$ cat config.mk
export PLATFORM = sky130hd
export DESIGN_NAME = axi_burst_master
export DESIGN_NICKNAME = d
export VERILOG_FILES = /design/src/rtl/axi_burst_master.sv
export SDC_FILE = /design/constraint.sdc
export NUM_CORES = 1
export LEC_CHECK = 0
export ABC_AREA = 1
export BUFFER_PORTS_ARGS = -buffer_cell sky130_fd_sc_hd__buf_2
export CORE_AREA = 2 2 155 157
export CTS_CLUSTER_DIAMETER = 100
export DETAILED_ROUTE_END_ITERATION = 16
export DIE_AREA = 0 0 157 159
export GPL_ROUTABILITY_DRIVEN = 1
export PLACE_DENSITY_LB_ADDON = 0.1
export SLEW_MARGIN = 10
export SYNTH_ARGS = -nofsm -noshare
export SYNTH_HDL_FRONTEND = slang
export SYNTH_SLANG_ARGS = --single-unit
$ cat constraint.sdc
create_clock -name clk -period 1.5 [get_ports clk]
set_input_delay 0.075 -clock clk [delete_from_list [all_inputs] [get_ports clk]]
set_output_delay 0.075 -clock clk [all_outputs]
set_load 0.02 [all_outputs]
$ cat src/rtl/axi_burst_master.sv
// axi_burst_master: single-outstanding AXI-style burst initiator (AW/W/AR/R only).
// Accepts one write or read command, sequences the address handshake, then
// passes data beats between the local streams and the AXI data channels.
module axi_burst_master #(
  parameter int unsigned AXI_ADDR_BITWIDTH = 32,
  parameter int unsigned AXI_DATA_BITWIDTH = 64,
  parameter int unsigned AXI_LEN_BITWIDTH  = 4,
  parameter int unsigned AXI_STRB_BITWIDTH = 8
) (
  input  logic                         clk,
  input  logic                         rst,
  // command
  input  logic                         cmd_valid,
  output logic                         cmd_ready,
  input  logic                         cmd_rw,
  input  logic [AXI_ADDR_BITWIDTH-1:0] cmd_addr,
  input  logic [AXI_LEN_BITWIDTH-1:0]  cmd_len,
  // write-data stream
  input  logic                         wr_valid,
  output logic                         wr_ready,
  input  logic [AXI_DATA_BITWIDTH-1:0] wr_data,
  input  logic [AXI_STRB_BITWIDTH-1:0] wr_strb,
  // read-data stream
  output logic                         rd_valid,
  input  logic                         rd_ready,
  output logic [AXI_DATA_BITWIDTH-1:0] rd_data,
  output logic                         rd_last,
  // completion
  output logic                         done,
  output logic                         done_err,
  // AW
  output logic                         m_axi_awvalid,
  output logic [AXI_ADDR_BITWIDTH-1:0] m_axi_awaddr,
  output logic [AXI_LEN_BITWIDTH-1:0]  m_axi_awlen,
  input  logic                         m_axi_awready,
  // W
  output logic                         m_axi_wvalid,
  output logic [AXI_DATA_BITWIDTH-1:0] m_axi_wdata,
  output logic [AXI_STRB_BITWIDTH-1:0] m_axi_wstrb,
  output logic                         m_axi_wlast,
  input  logic                         m_axi_wready,
  // AR
  output logic                         m_axi_arvalid,
  output logic [AXI_ADDR_BITWIDTH-1:0] m_axi_araddr,
  output logic [AXI_LEN_BITWIDTH-1:0]  m_axi_arlen,
  input  logic                         m_axi_arready,
  // R
  output logic                         m_axi_rready,
  input  logic                         m_axi_rvalid,
  input  logic [AXI_DATA_BITWIDTH-1:0] m_axi_rdata,
  input  logic                         m_axi_rlast
);

  // one extra bit so a read that overruns len+1 beats is still detectable
  localparam int unsigned CNT_W = AXI_LEN_BITWIDTH + 1;

  typedef enum logic [2:0] {
    IDLE    = 3'd0,
    WR_ADDR = 3'd1,
    WR_DATA = 3'd2,
    RD_ADDR = 3'd3,
    RD_DATA = 3'd4
  } state_t;

  state_t                       state, state_nxt;
  logic [AXI_ADDR_BITWIDTH-1:0] addr_reg;
  logic [AXI_LEN_BITWIDTH-1:0]  len_reg;
  logic [CNT_W-1:0]             beat_cnt;
  logic [CNT_W-1:0]             cnt_inc;
  logic [CNT_W-1:0]             len_plus1;
  logic                         cmd_hs;
  logic                         w_hs;
  logic                         r_hs;
  logic                         is_wlast;

  assign cmd_hs    = cmd_valid & cmd_ready;
  assign w_hs      = m_axi_wvalid & m_axi_wready;
  assign r_hs      = m_axi_rvalid & m_axi_rready;
  assign cnt_inc   = (&beat_cnt) ? beat_cnt : beat_cnt + CNT_W'(1);
  assign len_plus1 = CNT_W'(len_reg) + CNT_W'(1);
  assign is_wlast  = (beat_cnt == CNT_W'(len_reg));

  // state register; reset drops every valid immediately
  always_ff @(posedge clk or posedge rst) begin
    if (rst) state <= IDLE;
    else     state <= state_nxt;
  end

  // next state and state-decoded channel controls / data pass-through
  always_comb begin
    state_nxt     = state;
    cmd_ready     = 1'b0;
    m_axi_awvalid = 1'b0;
    m_axi_awaddr  = addr_reg;
    m_axi_awlen   = len_reg;
    m_axi_wvalid  = 1'b0;
    m_axi_wdata   = '0;
    m_axi_wstrb   = '0;
    m_axi_wlast   = 1'b0;
    wr_ready      = 1'b0;
    m_axi_arvalid = 1'b0;
    m_axi_araddr  = addr_reg;
    m_axi_arlen   = len_reg;
    m_axi_rready  = 1'b0;
    rd_valid      = 1'b0;
    rd_data       = '0;
    rd_last       = 1'b0;
    case (state)
      IDLE: begin
        cmd_ready = 1'b1;
        if (cmd_valid) state_nxt = cmd_rw ? RD_ADDR : WR_ADDR;
      end
      WR_ADDR: begin
        m_axi_awvalid = 1'b1;
        if (m_axi_awready) state_nxt = WR_DATA;
      end
      WR_DATA: begin
        m_axi_wvalid = wr_valid;
        wr_ready     = m_axi_wready;
        m_axi_wdata  = wr_data;
        m_axi_wstrb  = wr_strb;
        m_axi_wlast  = is_wlast;
        if (wr_valid && m_axi_wready && is_wlast) state_nxt = IDLE;
      end
      RD_ADDR: begin
        m_axi_arvalid = 1'b1;
        if (m_axi_arready) state_nxt = RD_DATA;
      end
      RD_DATA: begin
        m_axi_rready = rd_ready;
        rd_valid     = m_axi_rvalid;
        rd_data      = m_axi_rdata;
        rd_last      = m_axi_rlast;
        if (m_axi_rvalid && rd_ready && m_axi_rlast) state_nxt = IDLE;
      end
      default: state_nxt = IDLE;
    endcase
  end

  // command latch, beat counter and registered completion pulse
  always_ff @(posedge clk or posedge rst) begin
    if (rst) begin
      addr_reg <= '0;
      len_reg  <= '0;
      beat_cnt <= '0;
      done     <= 1'b0;
      done_err <= 1'b0;
    end else begin
      done     <= 1'b0;
      done_err <= 1'b0;
      case (state)
        IDLE: begin
          if (cmd_hs) begin
            addr_reg <= cmd_addr;
            len_reg  <= cmd_len;
            beat_cnt <= '0;
          end
        end
        WR_DATA: begin
          if (w_hs) begin
            beat_cnt <= cnt_inc;
            if (is_wlast) done <= 1'b1;
          end
        end
        RD_DATA: begin
          if (r_hs) begin
            beat_cnt <= cnt_inc;
            if (m_axi_rlast) begin
              done     <= 1'b1;
              done_err <= (cnt_inc != len_plus1);
            end
          end
        end
        default: ;
      endcase
    end
  end

endmodule

Yosys cells after proc, flatten, opt, wreduce, memory -nomap -nowiden:

Index checks and enable logic that the tools add are counted.

* bits in registers: 46
* input port bits: 183
* output and inout bits: 219

* $add $sub $neg: 2
* eq/ne operators: 14
* muxes and demuxes: 32
* bitwise operators: 3
* reduce and logical (&&, ||, !) cells: 10

Operators by type and width (number)
* two-way mux 64 bit: 2
* two-way mux 5 bit: 4
* two-way mux 1 bit: 16
* inequality test 2 bit (second input constant): 8
* two-way mux 3 bit: 5
* case mux 3 bit (5 select lines): 1
* case mux 5 bit (3 select lines): 1
* AND reduction 5 bit: 2
* two-way mux 8 bit: 1
* == test 3 x 2 -> 1 bit (second input constant): 2
* adder 4 x 1 -> 5 bit (second input constant): 1
* adder 5 x 1 -> 5 bit (second input constant): 1
* == test 5 x 4 -> 1 bit: 1
* inequality test 5 bit: 1
* logical AND 1 bit: 4
* AND reduction 4 bit: 1
* bitwise AND 1 bit: 3
* == test 3 x 1 -> 1 bit (second input constant): 1
* == test 3 bit (second input constant): 1
* zero test 3 bit: 1
* nonzero test 3 bit: 1
* two-way mux 2 bit: 1
* case mux 1 bit (2 select lines): 1
* AND reduction 2 bit: 1

Longest topological paths before layout:

Gate-level depths: netlist of run 1.

* depth after elaboration: 6
* mapped depth: 10
* mapped depth without buffers: 10

Least setup slack after synthesis of run 1:

No wires, ideal clock.

* path type: register to register
* from: register beat_cnt[1]
* to: register done_err
* arrival time: 1277 ps
* required time: 1378 ps
* setup slack: 101 ps
* stages on the path, launching flop included: 11
* buffers on the path: 0
* clock period less this slack: 1399 ps
* cells stage by stage: dfrtp_1 ha_1 nand2_1 nor2_1 nand2_1 nand2_1 nand2_1 nand2_1 nand2_1 nor2_1 a21oi_1

* word-level cells in the longest chain between the ends: 6
* elaborated cells between the ends (all ways): 7
* classes of those cells: add/sub: 1; eq/ne: 1; mux: 4; reduce/logical: 1

RTL lines
* from (decl): line 68 `logic [CNT_W-1:0] beat_cnt;`
* from (signal assigned): line 161 `beat_cnt <= cnt_inc;`
* from (signal assigned): line 167 `beat_cnt <= cnt_inc;`
* adder 5 x 1 -> 5 bit or AND reduction 5 bit (tied branches): line 79 `assign cnt_inc = (&beat_cnt) ? beat_cnt : beat_cnt + CNT_W'(1);`
* two-way mux 5 bit *: line 79
* inequality test 5 bit *: line 170 `done_err <= (cnt_inc != len_plus1);`
* two-way mux 1 bit *: line 168 `if (m_axi_rlast) begin`
* two-way mux 1 bit *: line 166 `if (r_hs) begin`
* two-way mux 1 bit *: line 151 `case (state)`
* to (signal assigned): line 170
* to (decl): line 30 `output logic done_err,`

Mark *: on every way between the ends. The rest lies on a longest branch, timed or not.
A chain may end at the register's enable or synchronous reset.

Worst setup path after layout of run 1:

* from: register state[0]
* to: output m_axi_wdata[12]

* word-level cells in the longest chain between the ends: 2

RTL lines
* from (decl): line 65 `state_t state, state_nxt;`
* from (signal assigned): line 86 `else state <= state_nxt;`
* == test 3 x 2 -> 1 bit: line 108 `case (state)`
* two-way mux 64 bit: line 108
* to (decl): line 38 `output logic [AXI_DATA_BITWIDTH-1:0] m_axi_wdata,`

No other way between the ends.

==> results of run 1 <==
## cells in the mapped netlist, drive strengths merged
| master | count | area share [%] |
|---|---|---|
| xnor2 | 3 | 0.72 |
| nand3 | 21 | 3.0 |
| nand4 | 2 | 0.34 |
| nor3 | 2 | 0.55 |
| o21ai | 11 | 1.5 |
| clkbuf | 6 | 0.62 |
| nand2 | 153 | 16 |
| o211ai | 1 | 0.59 |
| inv | 166 | 17 |
| buf | 55 | 10 |
| xor2 | 1 | 0.24 |
| a21oi | 1 | 0.14 |
| dfrtp | 46 | 32 |
| nor2 | 154 | 16 |
| o31ai | 1 | 0.21 |
| ha | 2 | 0.69 |
## metrics by stage
step / instance area [um^2] / total power (uW) / instances / setup WS, ns
after floorplan: 3628 / 7442 / 625 / 0.1009
after global placement: 5852 / 9901 / 1304 / 0.01032
after detailed placement: 5852 / 9848 / 1304 / 0.007542
after CTS: 6818 / 12070 / 1356 / -0.08262
after global routing: 8112 / 15050 / 1375 / -0.1565
final: 8112 / 14060 / 1375 / -0.09386
## metal layers
metal / GRT usage [%] / vias to the layer above
met3: 3.048 / 11
met2: 26.67 / 187
li1: - / 2572
met1: 15.43 / 2251
met5: 0 / -
met4: 2.085 / 4
## worst max-delay path by stage
stage / start / endpoint / cells after the start / slack, ns
after floorplan: beat_cnt[1] / done_err / 10 / 0.10
after global placement: beat_cnt[1] / done_err / 10 / 0.01
after detailed placement: beat_cnt[0] / done_err / 10 / 0.008
after CTS: state[1] / m_axi_wdata[53] / 5 / -0.08
after global routing: state[0] / m_axi_wdata[3] / 6 / -0.16
final: state[0] / m_axi_wdata[12] / 6 / -0.09
## logic make-up (layout without fill, tap and decap cells)
kind of cell | after synthesis | after routing | share of synthesized area [%]
and+or+nand+nor | 332 | 332 | 36.10
xor gates and xnor gates | 4 | 4 | 0.9657
adders and majority gates | 2 | 2 | 0.6895
AOI/OAI and AO/OA | 14 | 15 | 2.448
DFF | 46 | 46 | 31.72
buffers and inverters | 227 | 657 | 28.07
## worst min-delay path: stages
cell and delay [ns]:
sky130_fd_sc_hd__buf_2 0.08, sky130_fd_sc_hd__nand2_1 0.05, sky130_fd_sc_hd__o21ai_0 0.06
## registers in the layout, summed over array words and instances (netlist names)
name	flops
done	1
done_err	1
state	3
beat_cnt	5
m_axi_araddr	32
m_axi_arlen	4
## report_power, final
part | total, uW | switching [uW] | internal (uW)
logic | 10300 | 6060 | 4280
clock network | 1490 | 489 | 1000
registers | 2230 | 459 | 1770
total | 14100 | 7010 | 7050
## final cells by class
cell class	instances	area share (%)
timing repair buffer	483	45.53
clock buffer	6	1.712
tap	319	4.921
clock inverter	2	0.7404
inverter	166	7.712
sequential	46	14.21
multi-input combinational	353	25.17
## cell usage in the layout, fill, tap and decap left out, types with 2 or more instances in the layout
cell                            synthesis  layout
sky130_fd_sc_hd__buf_2                 16     257
sky130_fd_sc_hd__inv_1                161     159
sky130_fd_sc_hd__nand2_1              151     147
sky130_fd_sc_hd__buf_6                  0      86
sky130_fd_sc_hd__buf_4                 39      83
sky130_fd_sc_hd__nor2_1               152      58
sky130_fd_sc_hd__nor2_4                 1      49
sky130_fd_sc_hd__nor2_2                 1      47
sky130_fd_sc_hd__dfrtp_1               46      45
sky130_fd_sc_hd__dlygate4sd3_1          0      36
sky130_fd_sc_hd__nand3_1               20      19
sky130_fd_sc_hd__clkbuf_16              0      12
sky130_fd_sc_hd__buf_12                 0       9
sky130_fd_sc_hd__inv_2                  5       6
sky130_fd_sc_hd__o21ai_0                9       6
sky130_fd_sc_hd__nand2_4                0       4
sky130_fd_sc_hd__o21ai_1                2       4
sky130_fd_sc_hd__xnor2_1                3       3
sky130_fd_sc_hd__buf_8                  0       3
sky130_fd_sc_hd__o211ai_4               1       2
sky130_fd_sc_hd__nand4_1                2       2
sky130_fd_sc_hd__bufinv_16              0       2
sky130_fd_sc_hd__buf_16                 0       2
## what timing repair did
action                                  CTS  global route
pin swaps                                 3            13
setup buffers                             7             8
hold buffers                             36             0
gates resized for setup                 117           293
endpoints found under the setup margin  140           164
cloned                                    1            11
endpoints found under the hold margin    48             0
==> flow_summary.toml, run 1 <==
[synth]
gate_count_after_technology_mapping = 625
synth.lib_cells_used.distinct = 23
ys_seq_area_share_pct = 31.72
average_cell_area_after_synthesis_um2 = 5.806
number_of_register_bits_inferred_by_synthesis = 46
synthesis.area_um2 = 3628
yosysWarnings = 0
synth.net_count = 810

[grt]
grt_first_pass_wirelength_mm = 27.00
grt_start_max_net_pins = 51
grt_antenna_before_repair = 2
grt.overflow.total = 0
number_of_global_route_vias_before_repair = 4854
globalRouteTotalUtil_pct = 13.79

[detailed_routing]
routed_wire_length_per_instance_um = 14.18
detail_route.drc_violations = 0
drt_iter0_markers = 204
met2_wirelength_mm = 10.67
met3RoutedLength_mm = 1.132
drt.antenna.violating_nets = 0
top_layer = "met5"
wirelength_met1_mm = 7.556
detailed_route_vias_per_instance = 3.655
drt-pass1-iter-count = 4
postRouteWirelength_mm = 19.49
routed-via-count = 5025

[power]
powerDensity_nw_per_um2 = 1733
ir_worst_vdd_v = 0.0006894
total_leakage_power_uw = 0.004799

[sta]
setup-violations-final = 133
max_clock_freq_mhz = 627.4
timing_hold_violations_final = 0
fin_setup_tns_ns = -5.547
clock_skew_ns = 0.001808
layout_setup_ws_ns = -0.09386
post-route-min-period_ns = 1.594
fin_hold_ws_ns = 0.008345
timing.slew.headroom_pct = 77.59
post-route-period-util_pct = 106.3
unrepaired_setup_endpoints_after_global_routing = "yes"
maxSlewViolCount = 0
worst_slew_pin_slew_ns = 0.3357

[flow_run]
cap_violations = 0

[status]
run_status = "finished with violations"
violations = "setup timing"

[layout]
n_antenna_cell = 0
area.growth.synth_to_final_pct = 123.6
design.final.nets = 1240
final.fill_count = 2522
multi_input_comb_area_um2 = 2042
final_layout_size_suffix_gt1_share_pct = 54.26
final_core_utilization_pct = 34.98
regArea_um2 = 1152

[clock_tree]
clk_latency_ns = 0.29
tritoncts = "built"
cts_num_sinks = 46
ctsLongestPathBuffers = 2
cts_made_buffers = 5
htreeDepth = 2
clkTransAtPathRegs_ns = 0.07
cts_root_buf = "sky130_fd_sc_hd__clkbuf_16"

[hold_path]
worst_hold_startpoint = "cmd_len[1]"
hold_crit_endpoint = "m_axi_arlen[1]"
hp-class = "in2reg"
worst_hold_path.num_cells = 3

[setup_path]
cp_cell_sequence = "inv_2, nand3_4, buf_12, clkbuf_16, nor2_1, buf_4"
highest_net_fanout_along_the_worst_path = 13
crit_path_top_delay_cell = "sky130_fd_sc_hd__dfrtp_1"
cp-end-kind = "primary output"
critical_path_buf_inv_count = 4
end_of_the_worst_register_to_register_path = "beat_cnt[1]"
worst-r2r-cell-count = 8
critical_path.startpoint_type = "flip-flop"
critical_path_required_ns = 1.42
worst_path_max_stage_delay_ns = 0.42
timing.critical_path.max_delay_family = "buffers and inverters"
setup.worst_path.class = "reg2out"
critPathArrivalTime_ns = 1.52
rr_startpoint = "state[1]"
internal_reg_to_reg_setup_slack_ns = -0.04

[floorplan]
initial_cell_density_of_the_core_pct = 15.65
boundaryPins = 402
vert_die_dim_um = 159
horizontal_die_dimension_um = 157
fp.coreArea_um2 = 23190
std_cell_rows = 56
design.die.area_um2 = 24960

[placement]
port_buffers = 401
gpl.final_weighted_congestion = 0.8969
place_hpwl_mm = 14.60
Power figures use the tool's default switching activity.
==> run 2, diff against run 1 <==
CAP_MARGIN = 20   (was default)
CELL_PAD_IN_SITES_DETAIL_PLACEMENT = 0   (was default)
CELL_PAD_IN_SITES_GLOBAL_PLACEMENT = 1   (was default)
CORE_AREA = 2 2 157 159   (was 2 2 155 157)
DIE_AREA = 0 0 159 161   (was 0 0 157 159)
clock period = 2 ns   (was 1.5 ns; I/O delays follow)
==> run 2 against run 1 <==
  * The flow now finishes without violations
  * Hold slack got worse by 0.0019 ns
  * Sequential share of layout area up 5.4 points
  * Die area increased by 2.5%
  * Register-to-register slack better by 0.37 ns
  * Highest routed layer is now met4
  * Combinational power fell by 48%
  * Largest cell class unchanged
  * Non-clock buffer count fell by 71
  * Via count shrank 11%
==> flow_summary.toml, run 2 (synthesis gave the netlist of run 1 again) <==
[floorplan]
initial_cell_density_of_the_core_pct = 15.14
boundaryPins = 402
horizontal_die_dimension_um = 159
std_cell_rows = 57
vert_die_dim_um = 161
fp.coreArea_um2 = 23960
design.die.area_um2 = 25600

[layout]
design.final.nets = 1168
final_cell_area_um2 = 5884
final.fill_count = 2791
largest_register_ffs = 32
most_common_cell_after_layout_fill_and_taps_aside = "sky130_fd_sc_hd__buf_2"
n_antenna_cell = 0
mostFrequentLayoutCells = "401 x sky130_fd_sc_hd__buf_2, 160 x sky130_fd_sc_hd__inv_1, 152 x sky130_fd_sc_hd__nor2_1, 151 x sky130_fd_sc_hd__nand2_1, 46 x sky130_fd_sc_hd__dfrtp_1"
regArea_um2 = 1151
final_layout_size_suffix_gt1_share_pct = 43.80
multi_input_comb_area_um2 = 1459
area.growth.synth_to_final_pct = 62.17

[clock_tree]
clkTransAtPathRegs_ns = 0.07
tritoncts = "built"
cts_root_buf = "sky130_fd_sc_hd__clkbuf_16"
cts_num_sinks = 46
clk_latency_ns = 0.29
cts_made_buffers = 5
ctsLongestPathBuffers = 2
htreeDepth = 2

[sta]
fin_hold_ws_ns = 0.006419
max_clock_freq_mhz = 557.0
post-route-min-period_ns = 1.795
post-route-period-util_pct = 89.77
timing_hold_violations_final = 0
unrepaired_setup_endpoints_after_global_routing = "no"
fin_setup_tns_ns = 0
clock_skew_ns = 0.002980
worst_slew_pin_slew_ns = 0.6102
timing.slew.headroom_pct = 59.26
maxSlewViolCount = 0
setup-violations-final = 0

[power]
total_leakage_power_uw = 0.004245
powerDensity_nw_per_um2 = 1339
ir_worst_vdd_v = 0.0005291
finalPower_uw = 7877

[grt]
grt.overflow.total = 0
globalRouteTotalUtil_pct = 11.90
grt_antenna_before_repair = 0
grt_first_pass_wirelength_mm = 23.81
grt_start_max_net_pins = 47
number_of_global_route_vias_before_repair = 4046

[setup_path]
critical_path_required_ns = 1.90
worst-r2r-cell-count = 10
cp-end-kind = "primary output"
highest_net_fanout_along_the_worst_path = 46
worst_path_max_stage_delay_ns = 0.43
crit_path_top_delay_cell = "sky130_fd_sc_hd__dfrtp_1"
cp_cell_sequence = "nor2_2, nand2_2, buf_4, nor2_1, buf_2"
critical_path.startpoint_type = "flip-flop"
critPathArrivalTime_ns = 1.70
setup.worst_path.class = "reg2out"

[detailed_routing]
drt.antenna.violating_nets = 0
drt-pass1-iter-count = 4
detailed_route_vias_per_instance = 3.428
drt_iter0_markers = 155
routed_wire_length_per_instance_um = 12.57
detail_route.drc_violations = 0
postRouteWirelength_mm = 16.44
routed-via-count = 4484

[hold_path]
hp-class = "in2reg"
worst_hold_path.num_cells = 3

[flow_run]
cap_violations = 0

[placement]
port_buffers = 401
gpl.final_weighted_congestion = 0.7777
place_hpwl_mm = 13.77
post_dp_cell_area_um2 = 5713

[status]
run_status = "finished clean"
## run 2: cell type report
class / count / area share [%]
repair buffers: 412 / 35.59
multi-input cells: 352 / 24.79
flip-flops and latches: 46 / 19.56
inverters: 166 / 10.59
well taps: 324 / 6.889
clock buffers: 7 / 2.424
clock inverters: 1 / 0.1488
## run 2: timing repair
| action | 4_1_cts | 5_1_grt |
|---|---|---|
| gates resized for setup | 0 | 0 |
| buffers inserted | 0 | 0 |
| setup endpoints to repair | 0 | 0 |
| hold endpoints to repair | 26 | 0 |
| hold buffers | 2 | 0 |
## run 2: final timing paths
path,start,end,slack [ns]
max in group asynchronous,rst,done_err,0.94
hold / removal,cmd_addr[12],m_axi_araddr[12],0.006
setup / recovery,state[1],rd_data[21],0.20
setup reg to reg,beat_cnt[0],done_err,0.33
min in group asynchronous,rst,m_axi_araddr[26],0.42
hold reg to reg,m_axi_araddr[6],m_axi_araddr[6],0.49
## run 2: critical path, delay by kind of cell (launching register included)
| kind | cells | cell delay (ns) |
|---|---|---|
| buf+inv | 2 | 0.48 |
| flops | 1 | 0.43 |
| simple gates | 3 | 0.47 |
## run 2: through the flow
stage	utilization, %	setup slack, ns	cells
2_1_floorplan	-	0.6009	625
3_3_place_gp	23.84	0.3537	1298
3_5_place_dp	23.84	0.3411	1298
4_1_cts	24.56	0.1631	1308
5_1_grt	24.56	0.07244	1308
6_report	24.56	0.2047	1308
## run 2: routing by layer
layer,global-route usage [%],vias up,routed length [um]
met2,23.46,183,8945
met5,0,-,0
met4,2.107,0,165
li1,-,2418,-
met1,13.24,1872,6368
met3,2.388,11,963
## run 2: power by group
part / leakage [uW] / switching [uW] / internal, uW
Clock: 0.0000745 / 367 / 503
Combinational: 0.00359 / 3680 / 1630
Sequential: 0.000582 / 372 / 1330
Total: 0.00424 / 4420 / 3460
